File: src/rtl/sub98_pkg.sv
// rtl/sub98_pkg.sv - shared types and constants for the bit-serial inverse adder
// Purpose : FSM state encoding and default operand width for sub98_serial.
// Ports   : none (package).
package sub98_pkg;

    // Default width of y and x; z is one bit wider.
    localparam int SUB98_W = 8;

    typedef enum logic [1:0] {
        IDLE = 2'd0,
        RUN  = 2'd1,
        DONE = 2'd2
    } state_e;

endpackage

File: src/rtl/sub98_serial_full_subtractor.sv
// rtl/sub98_serial_full_subtractor.sv - one-bit full subtractor cell
// Purpose : d = a - b - bin for single bits, with borrow out.
// Ports   : a, b, bin (in, 1 bit each); d, bout (out, 1 bit each).
module full_subtractor (
    input  logic a,
    input  logic b,
    input  logic bin,
    output logic d,
    output logic bout
);

    assign d    = a ^ b ^ bin;
    // Borrow when a is 0 and b is 1, or when a equals b and a borrow is already pending.
    assign bout = (~a & b) | (~(a ^ b) & bin);

endmodule

File: src/rtl/sub98_serial.sv
// rtl/sub98_serial.sv - bit-serial recovery of x = z - y, one bit per clock
// Purpose : Undoes a W+W->W+1 ripple add. start/busy/done handshake; W+1 RUN cycles.
// Ports   : clk, rst_n (async active-low), start, z[W:0], y[W-1:0],
//           abort (only when SUB98_ABORT_EN is defined),
//           busy, done (one-cycle pulse), x[W-1:0], borrow, ovf.
// Config  : SUB98_ABORT_EN adds the abort input; abort in RUN returns to IDLE
//           without a done pulse and leaves x/borrow/ovf untouched.
module sub98_serial
    import sub98_pkg::*;
#(
    parameter int W = SUB98_W
) (
    input  logic         clk,
    input  logic         rst_n,
    input  logic         start,
    input  logic [W:0]   z,
    input  logic [W-1:0] y,
`ifdef SUB98_ABORT_EN
    input  logic         abort,
`endif
    output logic         busy,
    output logic         done,
    output logic [W-1:0] x,
    output logic         borrow,
    output logic         ovf
);

    localparam int CW = $clog2(W + 1);

    state_e         state_q, state_d;
    logic [CW-1:0]  cnt_q, cnt_d;
    logic [W:0]     z_q, z_d;
    logic [W:0]     y_q, y_d;
    logic [W-1:0]   diff_q, diff_d;
    logic           b_q, b_d;
    logic [W-1:0]   x_q, x_d;
    logic           borrow_q, borrow_d;
    logic           ovf_q, ovf_d;

    logic           d_bit;
    logic           b_out;
    logic           last_bit;
    logic           abort_run;

    // The current bit always sits at position 0 of the operand shift registers.
    full_subtractor u_fs (
        .a    (z_q[0]),
        .b    (y_q[0]),
        .bin  (b_q),
        .d    (d_bit),
        .bout (b_out)
    );

    assign last_bit = (cnt_q == CW'(W));

`ifdef SUB98_ABORT_EN
    assign abort_run = abort && (state_q == RUN);
`else
    assign abort_run = 1'b0;
`endif

    always_comb begin
        state_d  = state_q;
        cnt_d    = cnt_q;
        z_d      = z_q;
        y_d      = y_q;
        diff_d   = diff_q;
        b_d      = b_q;
        x_d      = x_q;
        borrow_d = borrow_q;
        ovf_d    = ovf_q;

        case (state_q)
            IDLE, DONE: begin
                state_d = IDLE;
                if (start) begin
                    state_d = RUN;
                    z_d     = z;
                    y_d     = {1'b0, y};
                    cnt_d   = '0;
                    b_d     = 1'b0;
                end
            end
            RUN: begin
                if (abort_run) begin
                    state_d = IDLE;
                end else begin
                    z_d   = z_q >> 1;
                    y_d   = y_q >> 1;
                    b_d   = b_out;
                    cnt_d = cnt_q + CW'(1);
                    if (last_bit) begin
                        // Bit W is the overflow bit; bits 0..W-1 are already in diff_q.
                        state_d  = DONE;
                        x_d      = diff_q;
                        borrow_d = b_out;
                        ovf_d    = d_bit & ~b_out;
                    end else begin
                        diff_d = {d_bit, diff_q[W-1:1]};
                    end
                end
            end
            default: state_d = IDLE;
        endcase
    end

    always_ff @(posedge clk or negedge rst_n) begin
        if (!rst_n) begin
            state_q  <= IDLE;
            cnt_q    <= '0;
            z_q      <= '0;
            y_q      <= '0;
            diff_q   <= '0;
            b_q      <= 1'b0;
            x_q      <= '0;
            borrow_q <= 1'b0;
            ovf_q    <= 1'b0;
        end else begin
            state_q  <= state_d;
            cnt_q    <= cnt_d;
            z_q      <= z_d;
            y_q      <= y_d;
            diff_q   <= diff_d;
            b_q      <= b_d;
            x_q      <= x_d;
            borrow_q <= borrow_d;
            ovf_q    <= ovf_d;
        end
    end

    assign busy   = (state_q == RUN);
    assign done   = (state_q == DONE);
    assign x      = x_q;
    assign borrow = borrow_q;
    assign ovf    = ovf_q;

endmodule
File: config.mk
export PLATFORM = sky130hd
export DESIGN_NAME = sub98_serial
export DESIGN_NICKNAME = d
export VERILOG_FILES = /design/src/rtl/sub98_pkg.sv /design/src/rtl/sub98_serial_full_subtractor.sv /design/src/rtl/sub98_serial.sv
export SDC_FILE = /design/constraint.sdc
export NUM_CORES = 1
export LEC_CHECK = 0
export BUFFER_PORTS_ARGS = -buffer_cell sky130_fd_sc_hd__buf_2
export CORE_MARGIN = 1.5
export CORE_UTILIZATION = 35
export DETAILED_ROUTE_END_ITERATION = 8
export GPL_TIMING_DRIVEN = 0
export SKIP_CTS_REPAIR_TIMING = 1
export SYNTH_ARGS = -nofsm -noshare
export SYNTH_HDL_FRONTEND = slang
export SYNTH_HIERARCHICAL = 1
export SYNTH_SLANG_ARGS = --single-unit
File: constraint.sdc
create_clock -name clk -period 2.1 [get_ports clk]
set_clock_uncertainty 0.05 [all_clocks]
set_input_delay 0.315 -clock clk [delete_from_list [all_inputs] [get_ports clk]]
set_output_delay 0.315 -clock clk [all_outputs]
set_load 0.02 [all_outputs]
==> run_results.csv, run 1 <==
group,metric,value,unit
outcome,outcome,"finished, final reports clean",
die,start_util,0.370,
sta,tns,0,ps
power_and_ir_drop,p_sw_frac,0.335,
setup_path,path_buf_inv,2,
die,chipWidth,74.4,um
synth,yosysTopAreaCell,"dfrtp_1",
setup_path,cp.required,2220,ps
route,vias_per_cell,4.84,
synth,synthTopCellsByArea,"dfrtp_1 59%, mux2_2 11%, a22o_1 9.3%",
synth,synthesis.nets,150,
sta,setup_viol,0,
die,coreArea,4820,um^2
clock_tree,clk_latency,290,ps
sta,setup_ws,365,ps
place,placed_area,2020,um^2
sta,tightest_slew,933,ps
route,drc,0,
clock_tree,cts_max_level,2,
power_and_ir_drop,intPower,2.25,mW
finish,post-route-util,0.443,
synth,syn_inst,127,
route,dr.pass1.iters,4,
synth,yosysTopAreaCellShare,0.589,
power_and_ir_drop,seq_power_share,0.422,
die,boundaryPins,32,
synth,ys_async_sr_fraction,1.00,
die,dieArea,5540,um^2
route,drt_iter0_drc,43,
global_route,grtUsageTotal,0.137,
synth,syn_area_per_cell,14.0,um^2
power_and_ir_drop,p_leak,1.13,nW
global_route,gr-total-overflow,0,
synth,synth_edf_count,0,
finish,final_area,2130,um^2
route,postRouteAntennaNets,0,
power_and_ir_drop,ir_drop,0.535,mV
clock_tree,clk_pin_slew,70,ps
setup_path,crit_chain,"inv_1 > ha_1 > nand3b_4 > nor3b_2 > buf_6 > mux2_1",
die,fp-row-count,25,
place,place_ws,353,ps
sta,finalHoldViolCount,0,
power_and_ir_drop,switchingPower,1.13,mW
setup_path,cp_data_arrival_time,1860,ps
setup_path,critPathKind,"register to register",
power_and_ir_drop,powerDensity,1580,nW/um^2
global_route,grt_pass1_wl,5540,um
clock_tree,cts.root.buffer_cell,"clkbuf_8",
sta,fin_crit,1740,ps
place,hpwl,2270,um
synth,synth_ff_type,"dfrtp_1",
finish,diodes,0,
setup_path,slowest_delay,420,ps
sta,fin_crit_sh,0.826,
synth,synthTopCellsByCount,"42 x dfrtp_1, 19 x a22o_1, 17 x mux2_2, 15 x a21o_1, 5 x inv_1",
synth,yosys_warnings,6,
finish,drive_gt1_frac,0.404,
route,drt-total-wl,3130,um
setup_path,cp-end-kind,"register",
setup_path,critPathSlowestCell,"dfrtp_1",
synth,seq_area_frac_synth,0.589,
global_route,grt_max_degree,43,
route,vias,1127,
place,portBuffers,31,
finish,final_nets,188,
min_path,min_path_type,"input pin to asynchronous set/reset pin",
synth,ys_types,20,
setup_path,start_kind,"register",
route,avgRoutedWirePerCell,13.4,um
clock_tree,cts.sinks,42,
finish,area_delta_synth_final,19.6,%
synth,synth_area,1780,um^2
global_route,grt_pass1_vias,1214,
power_and_ir_drop,clock_power_share,0.174,
place,gp_congestion,0.646,
global_route,antenna_found_initial,0,
clock_tree,cts_made_buffers,5,
flow_run,cap_violations,0,
synth,yosysMostFrequentCell,"dfrtp_1",
setup_path,critical_path.top_delay_family,"flip-flops",
die,fp.dieH,74.4,um
clock_tree,ctsLongestPathBuffers,2,
setup_path,path_max_fanout,10,
sta,relSlewSlack,0.378,
sta,rsz0062_at_grt,"false",
synth,ys_seq_elements,42,
power_and_ir_drop,p_comb_frac,0.404,
sta,slew_viol_final,0,
clock_tree,cts_tree,"yes",
sta,fmax,576,MHz
metrics by stage:
step,total power [mW],instances,hold WS [ps]
after CTS,3.44,233,136
after global routing,3.67,233,181
final,3.38,233,113
after floorplan,2.47,127,-30.6
after global placement,2.75,225,409
after detailed placement,2.84,225,417
cell families after synthesis:
family | share of synthesized area
multiplexers | 0.131
buffers and inverters | 0.0449
adder cells (fa/ha/maj) | 0.0252
AND/OR/NAND/NOR | 0.0533
AO/OA/AOI/OAI | 0.156
flip-flops | 0.589
power by group through the flow:
stage / clock (mW) / sequential, mW / combinational, mW
floorplan: 0 / 1.50 / 0.964
global placement: 0 / 1.41 / 1.34
detailed placement: 0 / 1.44 / 1.39
CTS: 0.612 / 1.43 / 1.40
global route: 0.658 / 1.48 / 1.54
finish: 0.587 / 1.43 / 1.37
path summary, 6_finish.rpt:
check                      depth (start not counted)            endpoint  slack [ps]            startpoint
hold / removal                                     1    x[6]$_DFFE_PN0P_         110                 rst_n
hold reg to reg                                    1  z_q[2]$_DFFE_PN0P_         430    z_q[2]$_DFFE_PN0P_
setup reg to reg                                   6    x[7]$_DFFE_PN0P_         360  cnt_q[0]$_DFFE_PN0P_
max in group asynchronous                          1  y_q[3]$_DFFE_PN0P_        1310                 rst_n
setup / recovery                                   6    x[7]$_DFFE_PN0P_         360  cnt_q[0]$_DFFE_PN0P_
min in group clk                                   2  y_q[7]$_DFFE_PN0P_         190                  y[7]
layer usage:
layer  track usage  wire length, um  share of wire  up-vias
li1              -                -              -      530
met1         0.165             1400           0.45      556
met2         0.224             1510           0.48       34
met3        0.0434              171          0.055        7
met4        0.0606               54          0.017        0
met5             0                0              0        -
layout make-up:
type | instances | area, um^2
Sequential cell | 42 | 1050
Buffer | 8 | 61.3
Clock buffer | 8 | 110
Fill cell | 476 | 2680
Inverter | 5 | 18.8
Timing Repair Buffer | 31 | 155
Multi-Input combinational cell | 72 | 653
Tap cell | 67 | 83.8
placed cells by master, fill, tap and decap left out, types with 2 or more instances in the layout:
master and count:
nand2_1 4, mux2i_1 2, mux2_2 17, ha_1 2, inv_1 5, a22o_1 19, buf_2 35, nor2b_1 4
clkbuf_8 8, mux2_1 2, a21o_1 15, dfrtp_1 42, buf_6 3
flip-flops by register name (all words and copies together) (netlist names):
register  cells
z_q           9
diff_q        8
x             8
y_q           8
cnt_q         4
state_q       2
b_q           1
borrow        1
ovf           1
Power figures use the tool's default switching activity.
==> run 2, diff against run 1 <==
==> constraint.sdc (replaced) <==
create_clock -name clk -period 1.5 [get_ports clk]
set_clock_uncertainty 0.05 [all_clocks]
set_input_delay 0.225 -clock clk [delete_from_list [all_inputs] [get_ports clk]]
set_output_delay 0.225 -clock clk [all_outputs]
set_load 0.02 [all_outputs]
==> run_results.csv, run 2 (synthesized netlist as in run 1, its figures left out) <==
group,metric,value,unit
outcome,outcome,"complete, but fails checks",
outcome,violations,"negative setup slack",
setup_path,path_max_fanout,5,
sta,tightest_slew,909,ps
route,vias,1165,
global_route,grt_pass1_wl,5330,um
setup_path,cp_data_arrival_time,1770,ps
clock_tree,cts_max_level,2,
global_route,gr-total-overflow,0,
die,fp.dieH,74.4,um
global_route,grt_pass1_vias,1180,
die,dieArea,5540,um^2
place,placedCellCount,225,
clock_tree,cts.sinks,42,
min_path,min_path_type,"input pin to asynchronous set/reset pin",
route,avgRoutedWirePerCell,13.8,um
finish,final_cells,244,
finish,drive_gt1_frac,0.475,
setup_path,start_kind,"register",
route,postRouteAntennaNets,0,
power_and_ir_drop,clock_power_share,0.169,
place,hpwl,2220,um
finish,area_delta_synth_final,30.7,%
finish,multi_input_area,737,um^2
power_and_ir_drop,switchingPower,1.72,mW
global_route,grt_max_degree,43,
die,fp-row-count,25,
clock_tree,cts_tree,"yes",
power_and_ir_drop,p_leak,1.23,nW
clock_tree,cts.root.buffer_cell,"clkbuf_8",
place,gp_congestion,0.688,
sta,finalHoldViolCount,0,
global_route,antenna_found_initial,0,
route,vias_per_cell,4.77,
clock_tree,ctsLongestPathBuffers,2,
setup_path,critPathKind,"register to register",
finish,largest_reg_flops,9,
power_and_ir_drop,intPower,3.52,mW
finish,final_nets,200,
power_and_ir_drop,p_comb_frac,0.450,
sta,fin_crit_sh,1.09,
finish,nFillCells,455,
sta,rsz0062_at_grt,"true",
sta,slew_viol_final,0,
clock_tree,cts_made_buffers,5,
finish,final_common_cell,"dfrtp_1",
finish,seq_area,1050,um^2
die,start_util,0.370,
sta,setup_viol,11,
route,drt_iter0_drc,72,
die,chipWidth,74.4,um
sta,relSlewSlack,0.394,
flow_run,cap_violations,0,
route,dr.pass1.iters,4,
power_and_ir_drop,seq_power_share,0.381,
finish,regMostFlops,"z_q",
finish,diodes,0,
global_route,grtUsageTotal,0.126,
sta,fmax,609,MHz
power_and_ir_drop,p_sw_frac,0.329,
place,place_ws,-193,ps
power_and_ir_drop,ir_drop,0.872,mV
finish,final_cell_mix,"42 x dfrtp_1, 32 x buf_2, 19 x a22o_1",
route,drc,0,
die,boundaryPins,32,
clock_tree,clk_latency,290,ps
setup_path,cp.required,1630,ps
setup_path,cp-end-kind,"register",
sta,fin_crit,1640,ps
place,portBuffers,31,
die,coreArea,4820,um^2
route,drt-total-wl,3360,um
sta,tns,-1350,ps
clock_tree,clk_pin_slew,70,ps
sta,setup_ws,-142,ps
power_and_ir_drop,powerDensity,2250,nW/um^2
run 2: cell count changes in the layout (fill, tap and decap cells not counted), moves of 3 or more:
cell    delta
buf_6      +4
buf_4      +8
buf_2      -3
mux2_2     -7
mux2_4     +8
run 2: worst max-delay path, stage by stage (launching register included):
cell      delay [ps]
dfrtp_1          420
inv_2             80
ha_4             140
nand3b_4          90
nor3b_4          280
buf_6            160
mux2_2           320
run 2: metal layers:
| layer | up-vias | GRT usage | part of all wire | wire [um] |
|---|---|---|---|---|
| li1 | 550 | - | - | - |
| met1 | 582 | 0.156 | 0.44 | 1480 |
| met2 | 31 | 0.215 | 0.50 | 1670 |
| met3 | 2 | 0.0379 | 0.058 | 195 |
| met4 | 0 | 0.0364 | 0.0051 | 17 |
| met5 | - | 0 | 0 | 0 |
run 2: final cells by class:
class,instances,share of cell area
sequential,42,0.451
multi-input combinational,73,0.316
timing repair buffer,42,0.111
tap,67,0.0359
clock buffer,6,0.0354
buffer,8,0.0306
clock inverter,1,0.0129
inverter,5,0.00805
run 2: power groups by stage:
stage               Combinational [mW]  Sequential, mW  Clock (mW)
floorplan                         1.36            2.11           0
global placement                  1.89            1.98           0
detailed placement                1.97            2.02           0
CTS                               1.97            2.00       0.919
global route                      2.58            2.08       0.963
finish                            2.36            2.00       0.886
run 2: worst paths after layout:
path | startpoint | end | slack [ps] | depth (start not counted)
worst max-delay path | cnt_q[0]$_DFFE_PN0P_ | borrow$_DFFE_PN0P_ | -140 | 6
worst min-delay path | rst_n | diff_q[1]$_DFFE_PN0P_ | 10 | 1
worst max register to register | cnt_q[0]$_DFFE_PN0P_ | borrow$_DFFE_PN0P_ | -140 | 6
worst min register to register | y_q[3]$_DFFE_PN0P_ | y_q[3]$_DFFE_PN0P_ | 430 | 1
max in group asynchronous | rst_n | x[7]$_DFFE_PN0P_ | 820 | 1
min in group clk | z[8] | z_q[8]$_DFFE_PN0P_ | 110 | 2
run 2: per-stage QoR:
stage | utilization | instance area, um^2 | hold slack [ps] | power (mW)
CTS | 0.445 | 2140 | 51.5 | 4.89
global placement | 0.422 | 2030 | 339 | 3.87
finish | 0.484 | 2330 | 12.9 | 5.25
detailed placement | 0.422 | 2030 | 367 | 3.99
floorplan | - | 1790 | -121 | 3.47
global route | 0.484 | 2330 | 104 | 5.62
==> run 3, diff against run 2 <==
--- a/config.mk
+++ b/config.mk
@@ -5,11 +5,12 @@
 export SDC_FILE = /design/constraint.sdc
 export NUM_CORES = 1
 export LEC_CHECK = 0
-export BUFFER_PORTS_ARGS = -buffer_cell sky130_fd_sc_hd__buf_2
+export BUFFER_PORTS_ARGS = -buffer_cell sky130_fd_sc_hd__buf_4
 export CORE_MARGIN = 1.5
 export CORE_UTILIZATION = 35
 export DETAILED_ROUTE_END_ITERATION = 8
 export GPL_TIMING_DRIVEN = 0
+export RECOVER_POWER = 100
 export SKIP_CTS_REPAIR_TIMING = 1
 export SYNTH_ARGS = -nofsm -noshare
 export SYNTH_HDL_FRONTEND = slang
==> run_results.csv, run 3 (synthesized netlist as in run 1, its figures left out) <==
group,metric,value,unit
outcome,outcome,"complete, but fails checks",
outcome,violations,"negative setup slack",
power_and_ir_drop,p_leak,1.20,nW
finish,drive_gt1_frac,0.393,
place,placed_area,2110,um^2
sta,setup_viol,10,
global_route,grtUsageTotal,0.130,
setup_path,cp-end-kind,"register",
min_path,min_path_type,"input pin to register",
sta,fin_crit_sh,1.12,
place,portBuffers,31,
power_and_ir_drop,ir_drop,0.751,mV
clock_tree,clk_pin_slew,70,ps
die,fp-row-count,25,
clock_tree,cts.root.buffer_cell,"clkbuf_8",
sta,slew_viol_final,0,
setup_path,cp.required,1620,ps
power_and_ir_drop,powerDensity,2140,nW/um^2
place,placedCellCount,225,
global_route,gr-total-overflow,0,
place,gp_congestion,0.751,
global_route,antenna_found_initial,0,
die,fp.dieH,74.4,um
sta,rsz0062_at_grt,"true",
finish,final_cell_mix,"42 x dfrtp_1, 32 x buf_4, 19 x a22o_1",
route,drt_iter0_drc,52,
route,vias_per_cell,4.78,
place,hpwl,2180,um
global_route,grt_max_degree,43,
finish,final_area,2310,um^2
global_route,grt_pass1_vias,1180,
route,drc,0,
setup_path,critPathKind,"register to register",
finish,final_cells,245,
die,start_util,0.370,
place,place_ws,-172,ps
power_and_ir_drop,total_power,4.95,mW
route,vias,1171,
die,dieArea,5540,um^2
finish,final_common_cell,"dfrtp_1",
sta,tightest_slew,939,ps
finish,diodes,0,
sta,finalHoldViolCount,0,
finish,regMostFlops,"z_q",
clock_tree,ctsLongestPathBuffers,2,
setup_path,start_kind,"register",
route,drt-total-wl,3370,um
sta,fin_crit,1670,ps
clock_tree,clk_latency,280,ps
route,dr.pass1.iters,4,
die,chipWidth,74.4,um
clock_tree,cts_tree,"yes",
finish,final_nets,201,
die,boundaryPins,32,
setup_path,path_max_fanout,5,
finish,area_delta_synth_final,29.5,%
sta,relSlewSlack,0.374,
finish,post-route-util,0.480,
sta,setup_ws,-174,ps
global_route,grt_pass1_wl,5390,um
finish,largest_reg_flops,9,
flow_run,cap_violations,0,
clock_tree,cts.sinks,42,
setup_path,cp_data_arrival_time,1790,ps
clock_tree,cts_max_level,2,
clock_tree,cts_made_buffers,5,
sta,fmax,597,MHz
route,postRouteAntennaNets,0,
die,coreArea,4820,um^2
route,avgRoutedWirePerCell,13.7,um
run 3: through the flow:
step | hold WS, ps | setup TNS [ps]
floorplan | -121 | -589
global placement | 182 | -1410
detailed placement | 196 | -1530
CTS | -122 | -1830
global route | 96.7 | -2400
finish | 109 | -1560
run 3: path summary, 6_finish.rpt:
check / startpoint / to / slack (ps) / cells after the start
min in group asynchronous: rst_n / x[0]$_DFFE_PN0P_ / 570 / 2
max in group asynchronous: rst_n / z_q[3]$_DFFE_PN0P_ / 240 / 2
min: z[8] / z_q[8]$_DFFE_PN0P_ / 110 / 2
min reg2reg: y_q[3]$_DFFE_PN0P_ / y_q[3]$_DFFE_PN0P_ / 430 / 1
max: cnt_q[0]$_DFFE_PN0P_ / ovf$_DFFE_PN0P_ / -170 / 6
max reg2reg: cnt_q[0]$_DFFE_PN0P_ / ovf$_DFFE_PN0P_ / -170 / 6
run 3: routing by layer:
| layer | vias up | global-route usage | routed length [um] |
|---|---|---|---|
| li1 | 557 | - | - |
| met1 | 574 | 0.155 | 1540 |
| met2 | 35 | 0.222 | 1570 |
| met3 | 5 | 0.0488 | 230 |
| met4 | 0 | 0.0303 | 26 |
| met5 | - | 0 | 0 |
run 3: where the power goes:
part           switching, mW  internal [mW]
combinational           1.01           1.28
sequential             0.327           1.67
clock                  0.343          0.320
run 3: cell type report:
cell class,count,area [um^2]
fill,469,2510
sequential,42,1050
multi-input combinational,73,728
timing repair buffer,44,297
tap,67,83.8
clock buffer,7,76.3
buffer,7,56.3
inverter,5,18.8
run 3: worst max-delay path: stages, from the launching register on:
cell	delay, ps
dfrtp_1	400
inv_1	70
ha_2	180
nand3b_4	90
nor3b_4	280
buf_6	170
mux2_2	320
